$ cat src/rtl/aes_enc_fsm_controller.sv
// Iterative AES-128 encryption controller: sequences key load, rounds 1..10 and a DONE pulse.
// Optional sticky busy-request detection is built when AES_ENC_OVERRUN_DETECT_EN is defined.
module aes_enc_fsm_controller (
    input  logic         clk,
    input  logic         rst_n,
    input  logic         vaild_in,
    input  logic [127:0] key_in,
    input  logic [127:0] KeyExp_RoundKey,
    output logic         vaild_out,
    output logic         busy,
    output logic [3:0]   round_count_to_keyExp,
    output logic [127:0] KeyOut_KeyExpLoad,
    output logic [127:0] RoundKey_to_Encryptor,
    output logic [1:0]   KeyExp_control,
    output logic         Encryptor_en,
    output logic [1:0]   Encryptor_control,
    output logic         overrun
);

    typedef enum logic [2:0] {
        StIdle  = 3'b000,
        StLoad  = 3'b001,
        StRound = 3'b010,
        StFinal = 3'b011,
        StDone  = 3'b100
    } state_e;

    localparam logic [3:0] LastFullRound = 4'd9;
    localparam logic [3:0] LastRound     = 4'd10;

    localparam logic [1:0] KeyHold   = 2'b00;
    localparam logic [1:0] KeyLoad   = 2'b01;
    localparam logic [1:0] KeyExpand = 2'b10;

    localparam logic [1:0] EncHold    = 2'b00;
    localparam logic [1:0] EncInitial = 2'b01;
    localparam logic [1:0] EncFull    = 2'b10;
    localparam logic [1:0] EncFinal   = 2'b11;

    state_e         state_q, state_d;
    logic [3:0]     round_q, round_d;
    logic [127:0]   key_q, key_d;

    always_ff @(posedge clk or negedge rst_n) begin
        if (!rst_n) begin
            state_q <= StIdle;
            round_q <= 4'd0;
            key_q   <= '0;
        end else begin
            state_q <= state_d;
            round_q <= round_d;
            key_q   <= key_d;
        end
    end

    always_comb begin
        state_d = state_q;
        round_d = round_q;
        key_d   = key_q;
        case (state_q)
            StIdle: begin
                if (vaild_in) begin
                    key_d   = key_in;
                    round_d = 4'd0;
                    state_d = StLoad;
                end
            end
            StLoad: begin
                round_d = 4'd1;
                state_d = StRound;
            end
            StRound: begin
                // Saturate at the last full round so the counter can never run past 10.
                if (round_q >= LastFullRound) begin
                    round_d = LastRound;
                    state_d = StFinal;
                end else begin
                    round_d = round_q + 4'd1;
                end
            end
            StFinal: begin
                round_d = LastRound;
                state_d = StDone;
            end
            StDone: begin
                round_d = 4'd0;
                if (vaild_in) begin
                    key_d   = key_in;
                    state_d = StLoad;
                end else begin
                    state_d = StIdle;
                end
            end
            default: begin
                round_d = 4'd0;
                state_d = StIdle;
            end
        endcase
    end

    always_comb begin
        vaild_out             = 1'b0;
        busy                  = 1'b0;
        round_count_to_keyExp = 4'd0;
        RoundKey_to_Encryptor = '0;
        KeyExp_control        = KeyHold;
        Encryptor_en          = 1'b0;
        Encryptor_control     = EncHold;
        case (state_q)
            StLoad: begin
                busy                  = 1'b1;
                round_count_to_keyExp = 4'd0;
                RoundKey_to_Encryptor = key_q;
                KeyExp_control        = KeyLoad;
                Encryptor_en          = 1'b1;
                Encryptor_control     = EncInitial;
            end
            StRound: begin
                busy                  = 1'b1;
                round_count_to_keyExp = round_q;
                RoundKey_to_Encryptor = KeyExp_RoundKey;
                KeyExp_control        = KeyExpand;
                Encryptor_en          = 1'b1;
                Encryptor_control     = EncFull;
            end
            StFinal: begin
                busy                  = 1'b1;
                round_count_to_keyExp = round_q;
                RoundKey_to_Encryptor = KeyExp_RoundKey;
                KeyExp_control        = KeyExpand;
                Encryptor_en          = 1'b1;
                Encryptor_control     = EncFinal;
            end
            StDone: begin
                vaild_out             = 1'b1;
                round_count_to_keyExp = round_q;
            end
            default: begin
                vaild_out = 1'b0;
            end
        endcase
    end

    assign KeyOut_KeyExpLoad = key_q;

`ifdef AES_ENC_OVERRUN_DETECT_EN
    logic overrun_q;

    // A request while busy is dropped; remember that it happened until reset.
    always_ff @(posedge clk or negedge rst_n) begin
        if (!rst_n) begin
            overrun_q <= 1'b0;
        end else if (vaild_in && (state_q == StLoad || state_q == StRound ||
                                  state_q == StFinal)) begin
            overrun_q <= 1'b1;
        end
    end

    assign overrun = overrun_q;
`else
    assign overrun = 1'b0;
`endif

endmodule

$ cat config.mk
export PLATFORM = sky130hd
export DESIGN_NAME = aes_enc_fsm_controller
export DESIGN_NICKNAME = d
export VERILOG_FILES = /design/src/rtl/aes_enc_fsm_controller.sv
export SDC_FILE = /design/constraint.sdc
export NUM_CORES = 1
export LEC_CHECK = 0
export CAP_MARGIN = 0
export CORE_AREA = 2 2 205 207
export CTS_CLUSTER_SIZE = 10
export DETAILED_ROUTE_END_ITERATION = 16
export DIE_AREA = 0 0 207 209
export PLACE_DENSITY = 0.44
export SYNTH_ARGS = -nofsm -noshare
export SYNTH_HDL_FRONTEND = slang
export SYNTH_SLANG_ARGS = --single-unit
export TNS_END_PERCENT = 100
$ cat constraint.sdc
create_clock -name clk -period 1.5 [get_ports clk]
set_input_delay 0.3 -clock clk [delete_from_list [all_inputs] [get_ports clk]]
set_output_delay 0.3 -clock clk [all_outputs]
set_load 0.05 [all_outputs]
==> results.cfg <==
[run_status]
violations = negative setup slack
outcome = complete, but fails checks

[global_route]
grtUsageMet1_pct = 19.7
grt_overflow = 0
grt_pass1_vias = 7788
grt_max_degree = 36
grt_pass1_wl_um = 53200
grt_use_met3_pct = 4.48
track_usage_pct = 16.6
grt.busiest_layer = met2
antenna_found_initial = 0
met2_usage_pct = 29.7

[worst_setup_path]
startpoint_type = flop
path_common_cell = buf_12
slowest_stage = dfrtp_2
cpPeakStageDelay_ns = 0.44
crit_chain = buf_12 -> nor2b_4 -> buf_12 -> buf_12 -> buf_8 -> a22o_4 -> buf_12
end_kind = output pin
crit_family = buffers and inverters
path_buf_inv = 5
cp_max_fo = 7
crit_type = flop to output pin
worstPathRequired_ns = 1.20
arrival_ns = 1.90

[power_and_ir_drop]
power_frac_comb_pct = 78.1
intPower_mw = 33.5
seqPwrFrac_pct = 14.4
ir_drop_v = 0.00183
p_sw_share_pct = 44.5
pwr_density_cell_nw_per_um2 = 3120
clockPowerShare_pct = 7.5
leakage_nw = 8.60
p_switching_mw = 26.9

[placed_design]
dpl_cell_area_um2 = 16700
io_buffers = 525
place_congestion = 0.754
place_ws_ns = -0.335
dp_hpwl_um = 27900

[timing]
skew_ns = 0.00693
final_hold_viol_count = 0
min_period_over_period_pct = 147
fin_crit_ns = 2.20
hold-worst-slack_ns = 0.354
setup_ws_ns = -0.702
fmax_mhz = 454
timing.final.max_slew_violations = 0
rsz0062_at_grt = true
finalSetupViolCount = 268

[finish]
mostFrequentLayoutCell = buf_12
fin_area_um2 = 19400
syn2layout_area_growth_pct = 179
diodes = 0
layout_common_cells = buf_12 (300), clkdlybuf4s50_1 (257), dfrtp_1 (132)
drive_gt1_share_pct = 64.1
final.fill_count = 3699
nets = 1404

[synth]
postSynthAreaPerCell_um2 = 14.5
synth.distinct_cells = 29
yosysSeqAreaShare_pct = 48.7
netlist_area_um2 = 6940
synthCells = 479
synth-seq-cells = 135
syn_nets = 741
ys_warn_count = 0

[drt]
drcViolationCount = 0
dr.first_iter.drc_count = 179
via_per_inst = 4.10
drt_pass1_iterations = 4
vias = 6948
ant_nets = 0
wl_per_cell_um = 21.8
routed_wl_um = 36900

[clock_tree]
htreeDepth = 4
cts_tree = done
clkTransAtPathRegs_ns = 0.06
cts_sinks = 135
numCtsBuffers = 17
cts.path.max_buffers = 2
clockRootBuffer = clkbuf_16
clock_latency_ns = 0.43

[die]
num_rows = 75
die_h_um = 209
die_area_um2 = 43300
core_um2 = 41300
initial_core_util_pct = 16.8
die_x_um = 207
ios = 527

[flow_run]
cap_violations = 0

[hold_path]
hold_path_class = input pin to asynchronous set/reset pin
## repair_timing
item,4_1_cts,5_1_grt
cloned,13,6
endpoints found under the hold margin,25,0
hold buffers,1,0
setup endpoints to repair,270,272
pin swaps,22,26
setup buffers,40,13
resized for setup,183,79
## kinds of logic after synthesis
logic type,share of synthesized area (%)
other,0.0541
and+or+nand+nor,1.55
muxes,26.2
adders and majority gates,0.541
xor gates and xnor gates,0.253
AOI/OAI and AO/OA,17.2
DFF,48.7
buffers and inverters,5.50
## flip-flops by register name, indices dropped and copies added (netlist names)
name and cells:
KeyOut_KeyExpLoad 128, round_q 4, state_q 3
## area by class of cell
type                       instances  area (um2)  share of cell area (%)
clock buffer                      18         429                    2.22
clock inverter                    14         198                    1.02
inverter                           4        15.0                  0.0775
multi-input combinational        292        4440                    22.9
sequential                       135        3380                    17.5
tap                              539         674                    3.48
timing repair buffer             692       10200                    52.8
## per-stage QoR
step	util [%]	cells	total power, mW	setup TNS [ns]
floorplan	-	479	28.7	-26.03
detailed placement	40.5	1607	50.5	-66.09
finish	46.9	1694	60.4	-147.42
global placement	40.5	1607	50.5	-66.46
CTS	46.1	1690	59.9	-138.60
global route	46.9	1694	62.4	-164.51
## per-layer routing
layer,up-vias,wire length (um)
li1,3173,-
met1,3454,14700
met2,296,19500
met3,25,2150
met4,0,461
met5,-,0
## worst reg2reg max path: cells and delay by family, from the launching register on
family | cells | cell delay [ns]
AND/OR/NAND/NOR | 2 | 0.32
multiplexers | 1 | 0.29
buffers and inverters | 7 | 0.89
flip-flops | 1 | 0.43
## path summary, 6_finish.rpt
path                                             start                   endpoint  slack, ns  depth (start not counted)
worst min-delay path                             rst_n      KeyOut_KeyExpLoad[43]       0.35                          2
max in group asynchronous                        rst_n      KeyOut_KeyExpLoad[56]       0.59                          3
worst max register to register              state_q[1]      KeyOut_KeyExpLoad[68]      -0.55                         10
worst max-delay path                        state_q[2]  RoundKey_to_Encryptor[58]      -0.70                          7
worst min register to register  KeyOut_KeyExpLoad[123]     KeyOut_KeyExpLoad[123]       0.60                          1
min in group clk                            key_in[51]      KeyOut_KeyExpLoad[51]       0.48                          2
## cell usage after synthesis
cell type	n	area (um2)
xnor2_1	1	8.76
inv_1	4	15.0
mux2_1	1	11.3
buf_2	26	130
nor3_2	1	10.0
a22o_1	128	1120
mux2_2	27	304
xor2_1	1	8.76
ha_1	3	37.5
buf_8	11	165
and2_1	2	12.5
and3_1	2	12.5
a311oi_1	1	8.76
nor2_2	1	6.26
a41o_1	1	10.0
a32o_1	1	10.0
clkbuf_1	5	18.8
a31o_2	1	8.76
nor2_1	8	30.0
or3b_2	1	8.76
mux2_4	100	1500
and2_4	1	8.76
o21ai_0	3	15.0
conb_1	1	3.75
a21oi_1	4	20.0
nor2b_1	3	18.8
buf_6	2	22.5
dfrtp_1	135	3380
buf_4	4	30.0
## power groups by stage
| stage | Sequential (mW) | Clock (mW) | Combinational (mW) |
|---|---|---|---|
| final | 8.69 | 4.51 | 47.2 |
| after global routing | 9.01 | 4.82 | 48.6 |
| after CTS | 8.66 | 4.67 | 46.6 |
| after detailed placement | 8.48 | 0 | 42.1 |
| after global placement | 8.54 | 0 | 42.0 |
| after floorplan | 13.2 | 0 | 15.5 |
Power figures use the tool's default switching activity.
